[src/rtl/lfsr_rand_gen_if.sv]
// lfsr_rand_gen_if: seed/step/request controls in, state and bounded-random result out
interface lfsr_rand_gen_if #(
  parameter int WIDTH = 10,
  parameter int OUT_W = 4
) ();
  logic [WIDTH-1:0] seed;
  logic             load;
  logic             step_en;
  logic             req;
  logic [OUT_W-1:0] limit;
  logic             busy;
  logic             valid;
  logic [OUT_W-1:0] value;
  logic             fallback;
  logic             lockup_fix;
  logic [WIDTH-1:0] state;
  modport master (output seed, load, step_en, req, limit,
                  input busy, valid, value, fallback, lockup_fix, state);
  modport slave  (input seed, load, step_en, req, limit,
                  output busy, valid, value, fallback, lockup_fix, state);
endinterface

[src/rtl/lfsr_rand_gen.sv]
// lfsr_rand_gen: XNOR Fibonacci LFSR with seed load, lockup recovery and
// rejection-sampled bounded random values in [0, limit)
module lfsr_rand_gen #(
  parameter int               WIDTH   = 10,
  parameter logic [WIDTH-1:0] TAPS    = 10'b0000001001,
  parameter int               OUT_W   = 4,
  parameter int               MAX_TRY = 16
) (
  input logic           clk,
  input logic           reset,
  lfsr_rand_gen_if.slave bus
);
  localparam int CW = $clog2(MAX_TRY + 1);
  typedef enum logic {IDLE = 1'b0, SAMPLE = 1'b1} st_t;
  st_t              st, st_n;
  logic [CW-1:0]    try_cnt, try_n;
  logic [OUT_W-1:0] lim_q, lim_n, cand;
  logic             fb, lock, accept, give_up, done, do_step;
  logic [WIDTH-1:0] seed_v;
  always_comb begin
    fb      = ~^(bus.state & TAPS);
    lock    = bus.seed == '1;
    seed_v  = lock ? '0 : bus.seed;
    cand    = bus.state[OUT_W-1:0];
    accept  = lim_q == '0 || cand < lim_q;
    give_up = try_cnt == CW'(MAX_TRY - 1);
    done    = st == SAMPLE && (accept || give_up);
    do_step = st == SAMPLE || bus.step_en;
    st_n    = st == IDLE ? (bus.req ? SAMPLE : IDLE) : (done ? IDLE : SAMPLE);
    try_n   = st == IDLE ? '0 : try_cnt + 1'b1;
    lim_n   = st == IDLE && bus.req ? bus.limit : lim_q;
  end
  assign bus.busy = st == SAMPLE;
  always_ff @(posedge clk) begin
    if (reset) begin
      st             <= IDLE;
      try_cnt        <= '0;
      lim_q          <= '0;
      bus.state      <= seed_v;
      bus.valid      <= 1'b0;
      bus.fallback   <= 1'b0;
      bus.value      <= '0;
      bus.lockup_fix <= lock;
    end else begin
      st             <= st_n;
      try_cnt        <= try_n;
      lim_q          <= lim_n;
      bus.state      <= bus.load ? seed_v : do_step ? {fb, bus.state[WIDTH-1:1]} : bus.state;
      bus.valid      <= done;
      bus.fallback   <= done && !accept;
      bus.value      <= done ? (accept ? cand : '0) : bus.value;
      bus.lockup_fix <= bus.load && lock;
    end
  end
endmodule

[src/flat_wrapper.sv]
// flat-port wrapper written by rule: the top's interface ports become plain ports
module lfsr_rand_gen_flat 
#(
  parameter int               WIDTH   = 10,
  parameter logic [WIDTH-1:0] TAPS    = 10'b0000001001,
  parameter int               OUT_W   = 4,
  parameter int               MAX_TRY = 16
)
  (clk, reset, bus_seed, bus_load, bus_step_en, bus_req, bus_limit, bus_busy, bus_valid, bus_value, bus_fallback, bus_lockup_fix, bus_state);
  lfsr_rand_gen_if #(.WIDTH(WIDTH), .OUT_W(OUT_W)) bus_i ();
  input logic clk;
  input logic reset;
  input wire logic [$bits(bus_i.seed)-1:0] bus_seed;
  input wire logic [$bits(bus_i.load)-1:0] bus_load;
  input wire logic [$bits(bus_i.step_en)-1:0] bus_step_en;
  input wire logic [$bits(bus_i.req)-1:0] bus_req;
  input wire logic [$bits(bus_i.limit)-1:0] bus_limit;
  output wire logic [$bits(bus_i.busy)-1:0] bus_busy;
  output wire logic [$bits(bus_i.valid)-1:0] bus_valid;
  output wire logic [$bits(bus_i.value)-1:0] bus_value;
  output wire logic [$bits(bus_i.fallback)-1:0] bus_fallback;
  output wire logic [$bits(bus_i.lockup_fix)-1:0] bus_lockup_fix;
  output wire logic [$bits(bus_i.state)-1:0] bus_state;
  assign bus_i.seed = bus_seed;
  assign bus_i.load = bus_load;
  assign bus_i.step_en = bus_step_en;
  assign bus_i.req = bus_req;
  assign bus_i.limit = bus_limit;
  assign bus_busy = bus_i.busy;
  assign bus_valid = bus_i.valid;
  assign bus_value = bus_i.value;
  assign bus_fallback = bus_i.fallback;
  assign bus_lockup_fix = bus_i.lockup_fix;
  assign bus_state = bus_i.state;
  lfsr_rand_gen #(.WIDTH(WIDTH), .TAPS(TAPS), .OUT_W(OUT_W), .MAX_TRY(MAX_TRY)) u_core (.clk(clk), .reset(reset), .bus(bus_i));
endmodule
[config.mk]
export PLATFORM = sky130hd
export DESIGN_NAME = lfsr_rand_gen_flat
export DESIGN_NICKNAME = d
export VERILOG_FILES = /design/src/rtl/lfsr_rand_gen_if.sv /design/src/rtl/lfsr_rand_gen.sv /design/src/flat_wrapper.sv
export SDC_FILE = /design/constraint.sdc
export NUM_CORES = 1
export LEC_CHECK = 0
export CAP_MARGIN = 10
export CORE_MARGIN = 2
export CORE_UTILIZATION = 45
export CTS_CLUSTER_DIAMETER = 80
export DETAILED_ROUTE_END_ITERATION = 10
export GPL_TIMING_DRIVEN = 0
export PLACE_DENSITY = 0.74
export REMOVE_ABC_BUFFERS = 1
export SLEW_MARGIN = 20
export SYNTH_ARGS = -nofsm -noshare
export SYNTH_HDL_FRONTEND = slang
export SYNTH_SLANG_ARGS = --single-unit
export TNS_END_PERCENT = 100
[constraint.sdc]
create_clock -name clk -period 1.7 [get_ports clk]
set_input_delay 0.17 -clock clk [delete_from_list [all_inputs] [get_ports clk]]
set_output_delay 0.17 -clock clk [all_outputs]
set_load 0.02 [all_outputs]
---- Word-level counts from Yosys, hierarchy flattened ----
Index checks and enable logic that the tools add are counted.
storage, ports and cells
  memories kept ........................... 0
  bits in latches ......................... 0
  flip-flop bits (word level) ............. 27
  memory bits (writable) .................. 0
  ROM bits ................................ 0
  output and inout bits ................... 18
cells by class
  reduce and logical (&&, ||, !) cells .... 12
  $mul .................................... 0
  $lt $le $gt $ge ......................... 1
  add/subtract/negate cells ............... 1
  mux-type cells .......................... 9
  bitwise logic cells ..................... 1
  shift operators ......................... 0
  div/mod/pow operators ................... 0
  equality and inequality tests ........... 2
operators with widths
  cell                  count
  $mux 10               4
  $eq 10x10->1 const B  1
  $reduce_xnor 10->1    1
  $add 5x1->5 const B   1
  $eq 5x4->1 const B    1
  $logic_and 1x1->1     4
  $logic_not 4->1       1
  $lt 4x4->1            1
  $mux 1                4
  $mux 4                1
  $logic_or 1x1->1      3
  $reduce_bool 3->1     1
  $reduce_or 2->1       1
  $logic_not 1->1       1
  $not 1->1             1

---- Longest topological paths before layout ----
  depth after elaboration ................. 6
  depth in mapped cells ................... 6
  depth with buffers taken out ............ 6

---- Least setup slack after synthesis ----
No wires, ideal clock.
  path type ............................... register to register
  from .................................... register u_core.bus.state[3]
  to ...................................... register u_core.st (netlist: u_core.bus.busy)
  cell stages (with the launch flop) ...... 6
  buffers on the path ..................... 0
  period minus slack after synthesis ...... 1.684 ns
  data arrival time ....................... 1.595 ns
  required time ........................... 1.612 ns
  setup slack ............................. 0.016 ns
  cell sequence ........................... edfxtp_1 ha_1 o211ai_1 o21a_1 or2_1 o32ai_2
between the ends
  longest elaborated chain between the ends .. 6
RTL lines
  element                 line                    source
  start, declared         lfsr_rand_gen_if.sv:20  output busy, valid, value, fallback, lockup_fix, state);
  start signal, assigned  lfsr_rand_gen.sv:39     bus.state <= seed_v;
  start signal, assigned  lfsr_rand_gen.sv:48     bus.state <= bus.load ? seed_v : do_step ? {fb, bus.state[WIDTH-1:1]} : bus.state;
  $lt 4x4->1              lfsr_rand_gen.sv:25     accept = lim_q == '0 || cand < lim_q;
  $logic_or 1x1->1        lfsr_rand_gen.sv:25
  $logic_or 1x1->1        lfsr_rand_gen.sv:27     done = st == SAMPLE && (accept || give_up);
  $logic_and 1x1->1       lfsr_rand_gen.sv:27
  $mux 1 (2 in a row)     lfsr_rand_gen.sv:29     st_n = st == IDLE ? (bus.req ? SAMPLE : IDLE) : (done ? IDLE : SAMPLE);
  end signal, assigned    lfsr_rand_gen.sv:45     st <= st_n;
  end, declared           lfsr_rand_gen.sv:15     st_t st, st_n;
Every way passes these cells.
A chain may end at the register's enable or synchronous reset.

---- Worst setup path after layout ----
  from .................................... register u_core.bus.state[1]
  to ...................................... register u_core.bus.value[2]
between the ends
  longest elaborated chain between the ends .. 4
  elaborated cells between the ends (all ways) .. 5
  those cells by class .................... order compare (1); mux (1); reduce/logical (3)
RTL lines
  element               line                    source
  $lt 4x4->1 (*)        lfsr_rand_gen.sv:25
  $logic_or 1x1->1 (*)  lfsr_rand_gen.sv:25
  $logic_or 1x1->1      lfsr_rand_gen.sv:27
  $logic_and 1x1->1     lfsr_rand_gen.sv:27
  end signal, assigned  lfsr_rand_gen.sv:51     bus.value <= done ? (accept ? cand : '0) : bus.value;
  end, declared         lfsr_rand_gen_if.sv:20
Mark *: on every way between the ends. The rest lies on a longest branch, timed or not.

==> load_flow_metrics.sql <==
INSERT INTO impl_metrics (metric_group, metric, value, unit) VALUES
('yosys', 'synth_top_family_by_area', 'simple AND/OR/NAND/NOR gates', ''),
('clock_tree', 'cts_root_buffer', 'clkbuf_4', ''),
('clock_tree', 'clock_tree.htree_level_count', '1', ''),
('route', 'route.detailed.wl_per_inst', '13.48', 'um'),
('sta', 'final.period_utilization', '97.95', '%'),
('worst_setup_path', 'crit_chain', 'ha_1 > o211ai_1 > o21a_1 > o21ai_2 > a32o_1', ''),
('worst_setup_path', 'worstSetupPathType', 'reg2reg', ''),
('yosys', 'synthXorXnorAreaFrac', '2.215', '%'),
('sta', 'timing.final.crit_period', '1.665', 'ns'),
('worst_setup_path', 'timing.critical_path.slowest_cell_delay', '0.47', 'ns'),
('floorplanning', 'fp.dieArea', '3063', 'sq um'),
('worst_setup_path', 'timing.rr.end', 'u_core.bus.value[2]', ''),
('floorplanning', 'die_width', '55.34', 'um'),
('sta', 'transition_time_at_the_pin_with_the_least_slew_margin', '0.5984', 'ns'),
('route', 'dr_total_vias', '1024', ''),
('job', 'max_cap_viol_count', '0', ''),
('yosys', 'synth_compound_area_share', '15.30', '%'),
('yosys', 'synth-simple-area-share', '18.67', '%'),
('final_layout', 'layout.nets', '186', ''),
('route', 'drt-pass1-iter-count', '4', ''),
('worst_setup_path', 'timing.critical_path.required', '1.93', 'ns'),
('route', 'drt_drc_violations_left', '0', ''),
('floorplanning', 'die_h', '55.34', 'um'),
('yosys', 'yosysWarningCount', '0', ''),
('hold_path', 'hold_path.class', 'in2reg', ''),
('yosys', 'netlist_top_cells_area', 'dfxtp_1 (29%), edfxtp_1 (25%), a21oi_1 (6.3%)', ''),
('hold_path', 'sink_of_the_worst_hold_path', 'u_core.lim_q[3]', ''),
('grt', 'groute.usage.overall', '17.12', '%'),
('placement', 'dpl.hpwl', '1895', 'um'),
('route', 'drt-initial-drc-count', '20', ''),
('power_and_ir_drop', 'static-leakage-power', '0.6419', 'nW'),
('worst_setup_path', 'critical_path.slowest_cell', 'edfxtp_1', ''),
('floorplanning', 'floorplan.core_area', '2477', 'sq um'),
('sta', 'layout_setup_ws', '0.03484', 'ns'),
('power_and_ir_drop', 'max-vdd-ir-drop', '0.5304', 'mV'),
('placement', 'final_wtd_congestion', '0.7556', ''),
('worst_setup_path', 'endpoint_kind', 'flip-flop', ''),
('clock_tree', 'clk_latency', '0.31', 'ns'),
('placement', 'post-place-ws', '-0.4076', 'ns'),
('clock_tree', 'clkSlewWorstSetupHoldPaths', '0.14', 'ns'),
('sta', 'finalHoldViolations', '0', ''),
('clock_tree', 'cts_max_path_bufs', '2', ''),
('clock_tree', 'tritoncts', 'built', ''),
('yosys', 'synth.ff_latch_count', '27', ''),
('route', 'wirelength', '2575', 'um'),
('final_layout', 'layout.core_utilization', '66.72', '%'),
('power_and_ir_drop', 'pwr_cell_area', '817.3', 'nW/um^2'),
('placement', 'io_buffer_count', '36', ''),
('worst_setup_path', 'critical_path_peak_fanout', '4', ''),
('sta', 'timing.max_slew.rel_slack', '60.02', '%'),
('grt', 'grt_pass1_wl', '4291', 'um'),
('sta', 'finalClockSkew', '0.004499', 'ns'),
('worst_setup_path', 'crit_family', 'compound AO/OA/AOI/OAI gates', ''),
('clock_tree', 'cts_num_sinks', '27', ''),
('sta', 'setup_viol_count_final', '0', ''),
('final_layout', 'insertedDiodeCount', '0', ''),
('grt', 'grt_util_met3', '3.513', '%'),
('clock_tree', 'cts_hold_buffers', '0', ''),
('worst_setup_path', 'worst-r2r-cell-count', '5', ''),
('clock_tree', 'tritoncts.num_buffers', '3', ''),
('hold_path', 'worstHoldStart', 'bus_limit[3]', ''),
('grt', 'gr_util_met2', '29.08', '%'),
('route', 'ant_nets', '0', ''),
('yosys', 'ys_seq_area_share', '54.01', '%'),
('outcome', 'outcome', 'complete, no violations', ''),
('grt', 'grt_max_degree', '15', ''),
('yosys', 'fraction_of_synthesized_cell_area_taken_by_the_top_area_cell_type', '28.69', '%'),
('yosys', 'synth.largest_area_cell', 'dfxtp_1', ''),
('yosys', 'syn_area', '1186', 'sq um'),
('grt', 'first_global_vias', '1011', ''),
('floorplanning', 'row_count', '18', '');
## cell type report
type,instances,area [sq um]
Multi-Input combinational cell,83,525.5
Clock buffer,4,26.28
Inverter,5,18.77
Fill cell,216,824.5
Sequential cell,27,641.9
Tap cell,30,37.54
Timing Repair Buffer,42,402.9
## worst reg2reg max path, cell delays in order (launching register included)
cell and delay, ns:
edfxtp_1 0.47, ha_1 0.31, o211ai_1 0.22, o21a_1 0.21, o21ai_2 0.10, a32o_1 0.27
## power by group
group          switching (W)  leakage, nW  internal [W]  total (W)
Sequential         0.0000348        0.245      0.000720   0.000755
Clock               0.000182       0.0150     0.0000916   0.000274
Combinational       0.000154        0.382      0.000168   0.000322
Total               0.000371        0.642      0.000980    0.00135
## worst max path at each step
stage,from,to,depth (start not counted),slack (ns)
after floorplan,u_core.bus.state[3],u_core.bus.busy,5,0.02
after global placement,reset,u_core.bus.state[5],3,-0.40
after detailed placement,reset,u_core.bus.state[4],3,-0.41
after CTS,u_core.bus.state[1],u_core.bus.busy,5,0.004
after global routing,u_core.bus.state[1],u_core.bus.value[2],5,-0.05
final,u_core.bus.state[1],u_core.bus.value[2],5,0.03
## timing repair
action,in CTS,in global routing
pin swaps,0,4
buffers inserted,2,4
setup endpoints to repair,18,5
resized for setup,2,4
## cell families after synthesis
group / Yosys count
AO/OA/AOI/OAI: 27
XOR/XNOR: 3
adder cells (fa/ha/maj): 5
buffers and inverters: 9
flip-flops: 27
multiplexers: 1
AND/OR/NAND/NOR: 47
## registers in the layout, summed over array words and instances (netlist names)
register and flops:
u_core.bus.value 4, u_core.bus.valid 1, u_core.bus.state 10, u_core.lim_q 4, u_core.bus.lockup_fix 1, u_core.try_cnt 5
u_core.bus.busy 1, u_core.bus.fallback 1
## per-stage QoR
stage	TNS, ns	total power, W	std cells	hold slack, ns	instance area [sq um]
after global placement	-7.167	0.001055	181	0.4324	1559
final	0	0.001351	191	0.4450	1653
after global routing	-0.2273	0.001415	191	0.4345	1653
after CTS	0	0.001338	187	0.4393	1608
after floorplan	0	0.0009119	115	0.2424	1161
after detailed placement	-7.263	0.001060	181	0.4487	1559
## routing by layer
layer  vias up  routed length [um]
met5         -                   0
met4         0                  13
met3         2                 168
met2        35                1203
met1       485                1189
li1        502                   -
## synthesized netlist by cell type
cell type  count
a21o_1         2
a21oi_1       15
a32o_1         4
and2_1         1
and3_1         1
and4_1         1
buf_2          2
buf_6          1
clkbuf_1       1
dfxtp_1       17
edfxtp_1      10
ha_1           5
inv_1          5
mux2i_1        1
nand2_1       17
nand2b_1       1
nand3_1        1
nand4_1        2
nor2_1        15
nor2b_1        2
nor3_1         1
nor3b_1        1
nor4_2         1
o211ai_1       1
o21a_1         3
o21ai_1        1
o32ai_2        1
or2_1          2
or3_1          1
xnor2_1        1
xor2_1         2
## cells in the final DEF, fill, tap and decap left out, drive strengths merged
master | synthesis | final
or3 | 1 | 1
a32o | 4 | 4
o211ai | 1 | 1
o21a | 3 | 3
nor3b | 1 | 1
ha | 5 | 5
nand4 | 2 | 2
nor2b | 2 | 2
and2 | 1 | 1
nand3 | 1 | 1
and3 | 1 | 1
nand2b | 1 | 1
a21oi | 15 | 15
clkbuf | 1 | 4
edfxtp | 10 | 10
or2 | 2 | 2
and4 | 1 | 1
nand2 | 17 | 17
buf | 3 | 7
xnor2 | 1 | 1
dfxtp | 17 | 17
o21ai | 1 | 1
inv | 5 | 5
o32ai | 1 | 1
nor3 | 1 | 1
nor2 | 15 | 15
clkdlybuf4s50 | 0 | 35
xor2 | 2 | 2
a21o | 2 | 2
nor4 | 1 | 1
mux2i | 1 | 1
(Power assumes the default switching activity.)
